--- src/rtl/ram_arbiter_if.sv ---
// ram_arbiter_if: bus bundle between the two RAM requesters (CPU, debug),
// the ram_arbiter and the data RAM.
//   cpu_*/dbg_* : req, we, addr, wdata from requester; gnt, rvalid, rdata back
//   dbg_lock    : debug port keeps RAM ownership while asserted
//   mem_*       : RAM write enable, shared address, write data, read data
//   busy        : lock FSM is in LOCKED
// modport master : requester/RAM environment side
// modport slave  : arbiter side
interface ram_arbiter_if #(
    parameter int DataWidth = 16,
    parameter int AddrWidth = 16
);
    logic                 cpu_req;
    logic                 cpu_we;
    logic [AddrWidth-1:0] cpu_addr;
    logic [DataWidth-1:0] cpu_wdata;
    logic                 cpu_gnt;
    logic                 cpu_rvalid;
    logic [DataWidth-1:0] cpu_rdata;

    logic                 dbg_req;
    logic                 dbg_we;
    logic [AddrWidth-1:0] dbg_addr;
    logic [DataWidth-1:0] dbg_wdata;
    logic                 dbg_gnt;
    logic                 dbg_rvalid;
    logic [DataWidth-1:0] dbg_rdata;
    logic                 dbg_lock;

    logic                 mem_we;
    logic [AddrWidth-1:0] mem_addr;
    logic [DataWidth-1:0] mem_wdata;
    logic [DataWidth-1:0] mem_rdata;

    logic                 busy;

    modport master (
        output cpu_req, cpu_we, cpu_addr, cpu_wdata,
        input  cpu_gnt, cpu_rvalid, cpu_rdata,
        output dbg_req, dbg_we, dbg_addr, dbg_wdata, dbg_lock,
        input  dbg_gnt, dbg_rvalid, dbg_rdata,
        input  mem_we, mem_addr, mem_wdata,
        output mem_rdata,
        input  busy
    );

    modport slave (
        input  cpu_req, cpu_we, cpu_addr, cpu_wdata,
        output cpu_gnt, cpu_rvalid, cpu_rdata,
        input  dbg_req, dbg_we, dbg_addr, dbg_wdata, dbg_lock,
        output dbg_gnt, dbg_rvalid, dbg_rdata,
        output mem_we, mem_addr, mem_wdata,
        input  mem_rdata,
        output busy
    );
endinterface

--- src/rtl/ram_arbiter.sv ---
// ram_arbiter: shares one data RAM between the CPU load/store path and the
// debug/loader port. At most one request is granted per cycle (grant is
// combinational), the granted access is driven straight onto the RAM bus, and
// load data comes back one cycle later with an rvalid strobe to the requester
// that issued it. The debug port can lock the RAM across a burst.
// Ports:
//   clk : clock, rising edge
//   rst : asynchronous, active-high reset
//   bus : ram_arbiter_if.slave (requester handshakes, dbg_lock, RAM bus, busy)
// Configuration macro:
//   RAM_ARB_FAIR_EN defined -> round-robin tie-break (loser of last grant wins)
//   undefined               -> fixed priority, CPU wins ties
module ram_arbiter #(
    parameter int DataWidth = 16,
    parameter int AddrWidth = 16
) (
    input  logic          clk,
    input  logic          rst,
    ram_arbiter_if.slave  bus
);
    localparam logic [0:0] ST_IDLE   = 1'b0;
    localparam logic [0:0] ST_LOCKED = 1'b1;
    localparam logic       LAST_CPU  = 1'b0;
    localparam logic       LAST_DBG  = 1'b1;

    logic [0:0]           r_state;
    logic [0:0]           w_state_nxt;
    logic                 r_last_gnt;
    logic                 r_cpu_pend;
    logic                 r_dbg_pend;
    logic [AddrWidth-1:0] r_mem_addr;
    logic [DataWidth-1:0] r_mem_wdata;

    logic                 w_cpu_gnt;
    logic                 w_dbg_gnt;
    logic                 w_tie_dbg;
    logic                 w_mem_we;
    logic [AddrWidth-1:0] w_mem_addr;
    logic [DataWidth-1:0] w_mem_wdata;

`ifdef RAM_ARB_FAIR_EN
    // Round-robin: on a tie the requester that did not get the last grant wins.
    assign w_tie_dbg = (r_last_gnt == LAST_CPU);
`else
    // Fixed priority: the CPU always wins a tie.
    assign w_tie_dbg = 1'b0;
`endif

    // Grant decision; grants are suppressed while reset is asserted.
    always_comb begin
        w_cpu_gnt = 1'b0;
        w_dbg_gnt = 1'b0;
        if (rst) begin
            w_cpu_gnt = 1'b0;
            w_dbg_gnt = 1'b0;
        end else begin
            case (r_state)
                ST_LOCKED: begin
                    w_cpu_gnt = 1'b0;
                    w_dbg_gnt = bus.dbg_req;
                end
                ST_IDLE: begin
                    if (bus.cpu_req && bus.dbg_req) begin
                        w_cpu_gnt = ~w_tie_dbg;
                        w_dbg_gnt = w_tie_dbg;
                    end else begin
                        w_cpu_gnt = bus.cpu_req;
                        w_dbg_gnt = bus.dbg_req;
                    end
                end
                default: begin
                    w_cpu_gnt = 1'b0;
                    w_dbg_gnt = 1'b0;
                end
            endcase
        end
    end

    // RAM bus mux; without a grant the address/data hold the last granted value.
    always_comb begin
        w_mem_we    = 1'b0;
        w_mem_addr  = r_mem_addr;
        w_mem_wdata = r_mem_wdata;
        if (w_cpu_gnt) begin
            w_mem_we    = bus.cpu_we;
            w_mem_addr  = bus.cpu_addr;
            w_mem_wdata = bus.cpu_wdata;
        end else if (w_dbg_gnt) begin
            w_mem_we    = bus.dbg_we;
            w_mem_addr  = bus.dbg_addr;
            w_mem_wdata = bus.dbg_wdata;
        end else begin
            w_mem_we    = 1'b0;
            w_mem_addr  = r_mem_addr;
            w_mem_wdata = r_mem_wdata;
        end
    end

    // Lock FSM next state; the unlock cycle itself still behaves as LOCKED.
    always_comb begin
        w_state_nxt = r_state;
        case (r_state)
            ST_IDLE: begin
                if (w_dbg_gnt && bus.dbg_lock) begin
                    w_state_nxt = ST_LOCKED;
                end else begin
                    w_state_nxt = ST_IDLE;
                end
            end
            ST_LOCKED: begin
                if (!bus.dbg_lock) begin
                    w_state_nxt = ST_IDLE;
                end else begin
                    w_state_nxt = ST_LOCKED;
                end
            end
            default: w_state_nxt = ST_IDLE;
        endcase
    end

    // State, last-grant, pending-read and RAM bus hold registers.
    always_ff @(posedge clk or posedge rst) begin
        if (rst) begin
            r_state     <= ST_IDLE;
            r_last_gnt  <= LAST_DBG;
            r_cpu_pend  <= 1'b0;
            r_dbg_pend  <= 1'b0;
            r_mem_addr  <= {AddrWidth{1'b0}};
            r_mem_wdata <= {DataWidth{1'b0}};
        end else begin
            r_state    <= w_state_nxt;
            r_cpu_pend <= w_cpu_gnt & ~bus.cpu_we;
            r_dbg_pend <= w_dbg_gnt & ~bus.dbg_we;
            if (w_cpu_gnt || w_dbg_gnt) begin
                r_last_gnt  <= w_dbg_gnt ? LAST_DBG : LAST_CPU;
                r_mem_addr  <= w_mem_addr;
                r_mem_wdata <= w_mem_wdata;
            end else begin
                r_last_gnt  <= r_last_gnt;
                r_mem_addr  <= r_mem_addr;
                r_mem_wdata <= r_mem_wdata;
            end
        end
    end

    assign bus.cpu_gnt    = w_cpu_gnt;
    assign bus.dbg_gnt    = w_dbg_gnt;
    assign bus.mem_we     = w_mem_we;
    assign bus.mem_addr   = w_mem_addr;
    assign bus.mem_wdata  = w_mem_wdata;
    assign bus.cpu_rvalid = r_cpu_pend;
    assign bus.dbg_rvalid = r_dbg_pend;
    // Read data is steered only to the requester whose load is returning.
    assign bus.cpu_rdata  = r_cpu_pend ? bus.mem_rdata : {DataWidth{1'b0}};
    assign bus.dbg_rdata  = r_dbg_pend ? bus.mem_rdata : {DataWidth{1'b0}};
    assign bus.busy       = (r_state == ST_LOCKED);
endmodule

--- src/flat_wrapper.sv ---
// flat-port wrapper written by rule: the top's interface ports become plain ports
module ram_arbiter_flat 
#(
    parameter int DataWidth = 16,
    parameter int AddrWidth = 16
)
  (clk, rst, bus_cpu_req, bus_cpu_we, bus_cpu_addr, bus_cpu_wdata, bus_cpu_gnt, bus_cpu_rvalid, bus_cpu_rdata, bus_dbg_req, bus_dbg_we, bus_dbg_addr, bus_dbg_wdata, bus_dbg_lock, bus_dbg_gnt, bus_dbg_rvalid, bus_dbg_rdata, bus_mem_we, bus_mem_addr, bus_mem_wdata, bus_mem_rdata, bus_busy);
  ram_arbiter_if #(.DataWidth(DataWidth), .AddrWidth(AddrWidth)) bus_i ();
  input  logic clk;
  input  logic rst;
  input wire logic [$bits(bus_i.cpu_req)-1:0] bus_cpu_req;
  input wire logic [$bits(bus_i.cpu_we)-1:0] bus_cpu_we;
  input wire logic [$bits(bus_i.cpu_addr)-1:0] bus_cpu_addr;
  input wire logic [$bits(bus_i.cpu_wdata)-1:0] bus_cpu_wdata;
  output wire logic [$bits(bus_i.cpu_gnt)-1:0] bus_cpu_gnt;
  output wire logic [$bits(bus_i.cpu_rvalid)-1:0] bus_cpu_rvalid;
  output wire logic [$bits(bus_i.cpu_rdata)-1:0] bus_cpu_rdata;
  input wire logic [$bits(bus_i.dbg_req)-1:0] bus_dbg_req;
  input wire logic [$bits(bus_i.dbg_we)-1:0] bus_dbg_we;
  input wire logic [$bits(bus_i.dbg_addr)-1:0] bus_dbg_addr;
  input wire logic [$bits(bus_i.dbg_wdata)-1:0] bus_dbg_wdata;
  input wire logic [$bits(bus_i.dbg_lock)-1:0] bus_dbg_lock;
  output wire logic [$bits(bus_i.dbg_gnt)-1:0] bus_dbg_gnt;
  output wire logic [$bits(bus_i.dbg_rvalid)-1:0] bus_dbg_rvalid;
  output wire logic [$bits(bus_i.dbg_rdata)-1:0] bus_dbg_rdata;
  output wire logic [$bits(bus_i.mem_we)-1:0] bus_mem_we;
  output wire logic [$bits(bus_i.mem_addr)-1:0] bus_mem_addr;
  output wire logic [$bits(bus_i.mem_wdata)-1:0] bus_mem_wdata;
  input wire logic [$bits(bus_i.mem_rdata)-1:0] bus_mem_rdata;
  output wire logic [$bits(bus_i.busy)-1:0] bus_busy;
  assign bus_i.cpu_req = bus_cpu_req;
  assign bus_i.cpu_we = bus_cpu_we;
  assign bus_i.cpu_addr = bus_cpu_addr;
  assign bus_i.cpu_wdata = bus_cpu_wdata;
  assign bus_cpu_gnt = bus_i.cpu_gnt;
  assign bus_cpu_rvalid = bus_i.cpu_rvalid;
  assign bus_cpu_rdata = bus_i.cpu_rdata;
  assign bus_i.dbg_req = bus_dbg_req;
  assign bus_i.dbg_we = bus_dbg_we;
  assign bus_i.dbg_addr = bus_dbg_addr;
  assign bus_i.dbg_wdata = bus_dbg_wdata;
  assign bus_i.dbg_lock = bus_dbg_lock;
  assign bus_dbg_gnt = bus_i.dbg_gnt;
  assign bus_dbg_rvalid = bus_i.dbg_rvalid;
  assign bus_dbg_rdata = bus_i.dbg_rdata;
  assign bus_mem_we = bus_i.mem_we;
  assign bus_mem_addr = bus_i.mem_addr;
  assign bus_mem_wdata = bus_i.mem_wdata;
  assign bus_i.mem_rdata = bus_mem_rdata;
  assign bus_busy = bus_i.busy;
  ram_arbiter #(.DataWidth(DataWidth), .AddrWidth(AddrWidth)) u_core (.clk(clk), .rst(rst), .bus(bus_i));
endmodule
--- config.mk ---
export PLATFORM = sky130hd
export DESIGN_NAME = ram_arbiter_flat
export DESIGN_NICKNAME = d
export VERILOG_FILES = /design/src/rtl/ram_arbiter_if.sv /design/src/rtl/ram_arbiter.sv /design/src/flat_wrapper.sv
export SDC_FILE = /design/constraint.sdc
export NUM_CORES = 1
export LEC_CHECK = 0
export CAP_MARGIN = 20
export CORE_ASPECT_RATIO = 0.6
export CORE_MARGIN = 4
export CORE_UTILIZATION = 55
export DETAILED_ROUTE_END_ITERATION = 6
export DONT_BUFFER_PORTS = 1
export HOLD_SLACK_MARGIN = 0.12
export PLACE_DENSITY = 0.7
export RECOVER_POWER = 50
export REMOVE_ABC_BUFFERS = 1
export SLEW_MARGIN = 20
export SYNTH_ARGS = -nofsm -noshare
export SYNTH_HDL_FRONTEND = slang
export SYNTH_SLANG_ARGS = --single-unit
export TNS_END_PERCENT = 5
--- constraint.sdc ---
create_clock -name clk -period 3.6 [get_ports clk]
set_input_delay 0.36 -clock clk [delete_from_list [all_inputs] [get_ports clk]]
set_output_delay 0.36 -clock clk [all_outputs]
set_load 0.03 [all_outputs]
==> metrics.txt <==
nets@finish=273; Area Growth Syn to Fin=1.73%; Max-slew headroom=-0.225; hpwl dp=4260 um; clk_skew=0.00337 ns; first-pass GRT wire length=8570 um; pin count of the biggest net entering global routing=38; most frequent cells in the layout=a221o_1 (62), dfrtp_1 (35), and3_1 (32); Chip Width=89.0 um; share of post-route cells with drive strength above 1=0.0909; # DRC=0; clock tree buffer depth=2; Tightest Pin Transition=1.84 ns; final hold vios=0; RSZ-0062 raised after global routing=false; final setup violating endpoints=0; # Post-CTS Setup Buffers=0; FP Rows=17; crit path cell chain=nand2b_4, nor2_1, buf_4, a221o_1; I/O Buffers=0; Die ar.=0.00504 mm2; Buf/Inv on CP=1; Initial Utilization=0.582; core area=0.00372 mm2; P_leak=1.01 nW; GRT Util Overall=0.220; peak supply drop=0.239 mV; max frequency=0.330 GHz; CP startpoint kind=flop; Worst EP required=3.24 ns; CTS H-Tree Depth=2; First-pass DRT Iterations=4; placed cell count=226; number of global-route vias before repair=1787; wire length per cell=24.6 um; Final Power=1.12 mW; commonest non-fill, non-tap cell in the layout=a221o_1; clock latency on the worst-skew pair=0.28 ns; hold crit path type=in -> reg; post-cts resize count=0; Multi-input gate area=0.00113 mm2; crit path max fanout=36; Filler cells=306; register area=876 um2; die height=56.6 um; CTS tree=yes; synth unique cells=19; Final Cycle Share=0.841; via/cell ratio=7.47; post-synthesis sequential area ratio=0.405; I/O pins=157; GRT Residual Overflow=0; Final Critical Period=3.03 ns; final max-slew violation count=36; CP arrival=2.67 ns; initial DRC count=138; synthesized area per cell=11.1 um2; endpoint class of the critical path=output port; Finished Layout Cells=234; number of synthesized register bits=35; area of the mapped netlist=0.00216 mm2; n_diodes=0; # hold bufs at CTS=0; failing checks=capacitance limit, slew limit; CP max-delay cell=nor2_1; Synth warnings=0; cell area power density=510 mW/mm2; Clock transition at path regs=0.07 ns; CTS root buf=clkbuf_8; CP Class=reg -> out; gp weighted congestion=0.842; Post-Route WL=5750 um; Top Family by Delay on Critical Path=simple AND/OR/NAND/NOR gates; status=complete, but fails checks; Fin Hold WS=0.141 ns; Cells after Synth=195; Final ANT Viol Nets=0; clk sinks=35; total number of vias=1748; TritonCTS Buffers=5; max incr delay on CP=0.64 ns; # Max-Cap Violations=1; initial antenna violation count=0
## sequential cells by signal, indices dropped and copies added, names as in the netlist
name                   count
u_core.r_mem_addr         16
u_core.r_mem_wdata        16
u_core.bus.busy            1
u_core.bus.cpu_rvalid      1
u_core.bus.dbg_rvalid      1
## final timing paths
path	startpoint	endpoint	slack, ns	cells past startpoint
max	u_core.bus.busy	bus_mem_addr[2]	0.57	4
min	bus_cpu_we	u_core.bus.cpu_rvalid	0.14	1
max reg2reg	u_core.bus.busy	u_core.r_mem_wdata[6]	1.32	4
min reg2reg	u_core.r_mem_wdata[15]	u_core.r_mem_wdata[15]	0.52	1
max in group asynchronous	rst	u_core.r_mem_wdata[10]	1.87	2
min in group asynchronous	rst	u_core.r_mem_wdata[11]	0.67	2
## routing by layer
| layer | global-route usage | part of all wire | vias to the layer above |
|---|---|---|---|
| met5 | 0 | 0 | - |
| met4 | 0.0722 | 0.015 | 0 |
| met3 | 0.0806 | 0.11 | 10 |
| met2 | 0.397 | 0.52 | 105 |
| met1 | 0.234 | 0.36 | 853 |
| li1 | - | - | 780 |
## cells in the mapped netlist
library cell | number | area [um2]
dfrtp_1 | 35 | 876
nand2b_4 | 1 | 13.8
and2b_4 | 1 | 10.0
o21ai_4 | 1 | 16.3
buf_4 | 1 | 7.51
o21a_1 | 1 | 7.51
a22o_1 | 1 | 8.76
nor2b_2 | 1 | 8.76
nor2b_1 | 1 | 6.26
and2_1 | 33 | 206
and3_1 | 32 | 200
clkbuf_1 | 7 | 26.3
clkinv_1 | 1 | 3.75
nor2_1 | 1 | 3.75
nor3_1 | 1 | 5.00
buf_6 | 9 | 101
a221o_1 | 62 | 621
a221o_2 | 2 | 22.5
buf_2 | 4 | 20.0
## worst reg2reg max path: cells and delay by family (launching register included)
| kind | cells | cell delay (ns) |
|---|---|---|
| simple gates | 2 | 0.99 |
| compound gates | 1 | 0.24 |
| flops | 1 | 0.52 |
| buf+inv | 1 | 0.46 |
## power breakdown
part / total, mW / internal [mW] / leakage (nW) / switching, mW
registers: 0.485 / 0.447 / 0.436 / 0.0379
logic: 0.333 / 0.109 / 0.523 / 0.224
clock network: 0.306 / 0.175 / 0.0515 / 0.131
total: 1.12 / 0.730 / 1.01 / 0.394
## layout make-up
type,count,area share
tap,47,0.0267
inverter,1,0.00170
sequential,35,0.398
timing repair buffer,5,0.0153
multi-input combinational,138,0.513
clock buffer,8,0.0455
## kinds of logic (layout without fill, tap and decap cells)
logic type	after synthesis	count (layout)	synth area share
compound gates	67	67	0.312
buf+inv	22	14	0.0734
flops	35	35	0.405
simple gates	71	71	0.210
## metrics by stage
step | utilization | setup slack, ns | setup TNS, ns | area [um2]
2_1_floorplan | - | -0.549 | -19.41 | 2010
3_3_place_gp | 0.568 | 1.13 | 0 | 2110
3_5_place_dp | 0.568 | 1.03 | 0 | 2110
4_1_cts | 0.595 | 0.726 | 0 | 2210
5_1_grt | 0.592 | 0.429 | 0 | 2200
6_report | 0.592 | 0.572 | 0 | 2200
Power figures use the tool's default switching activity.
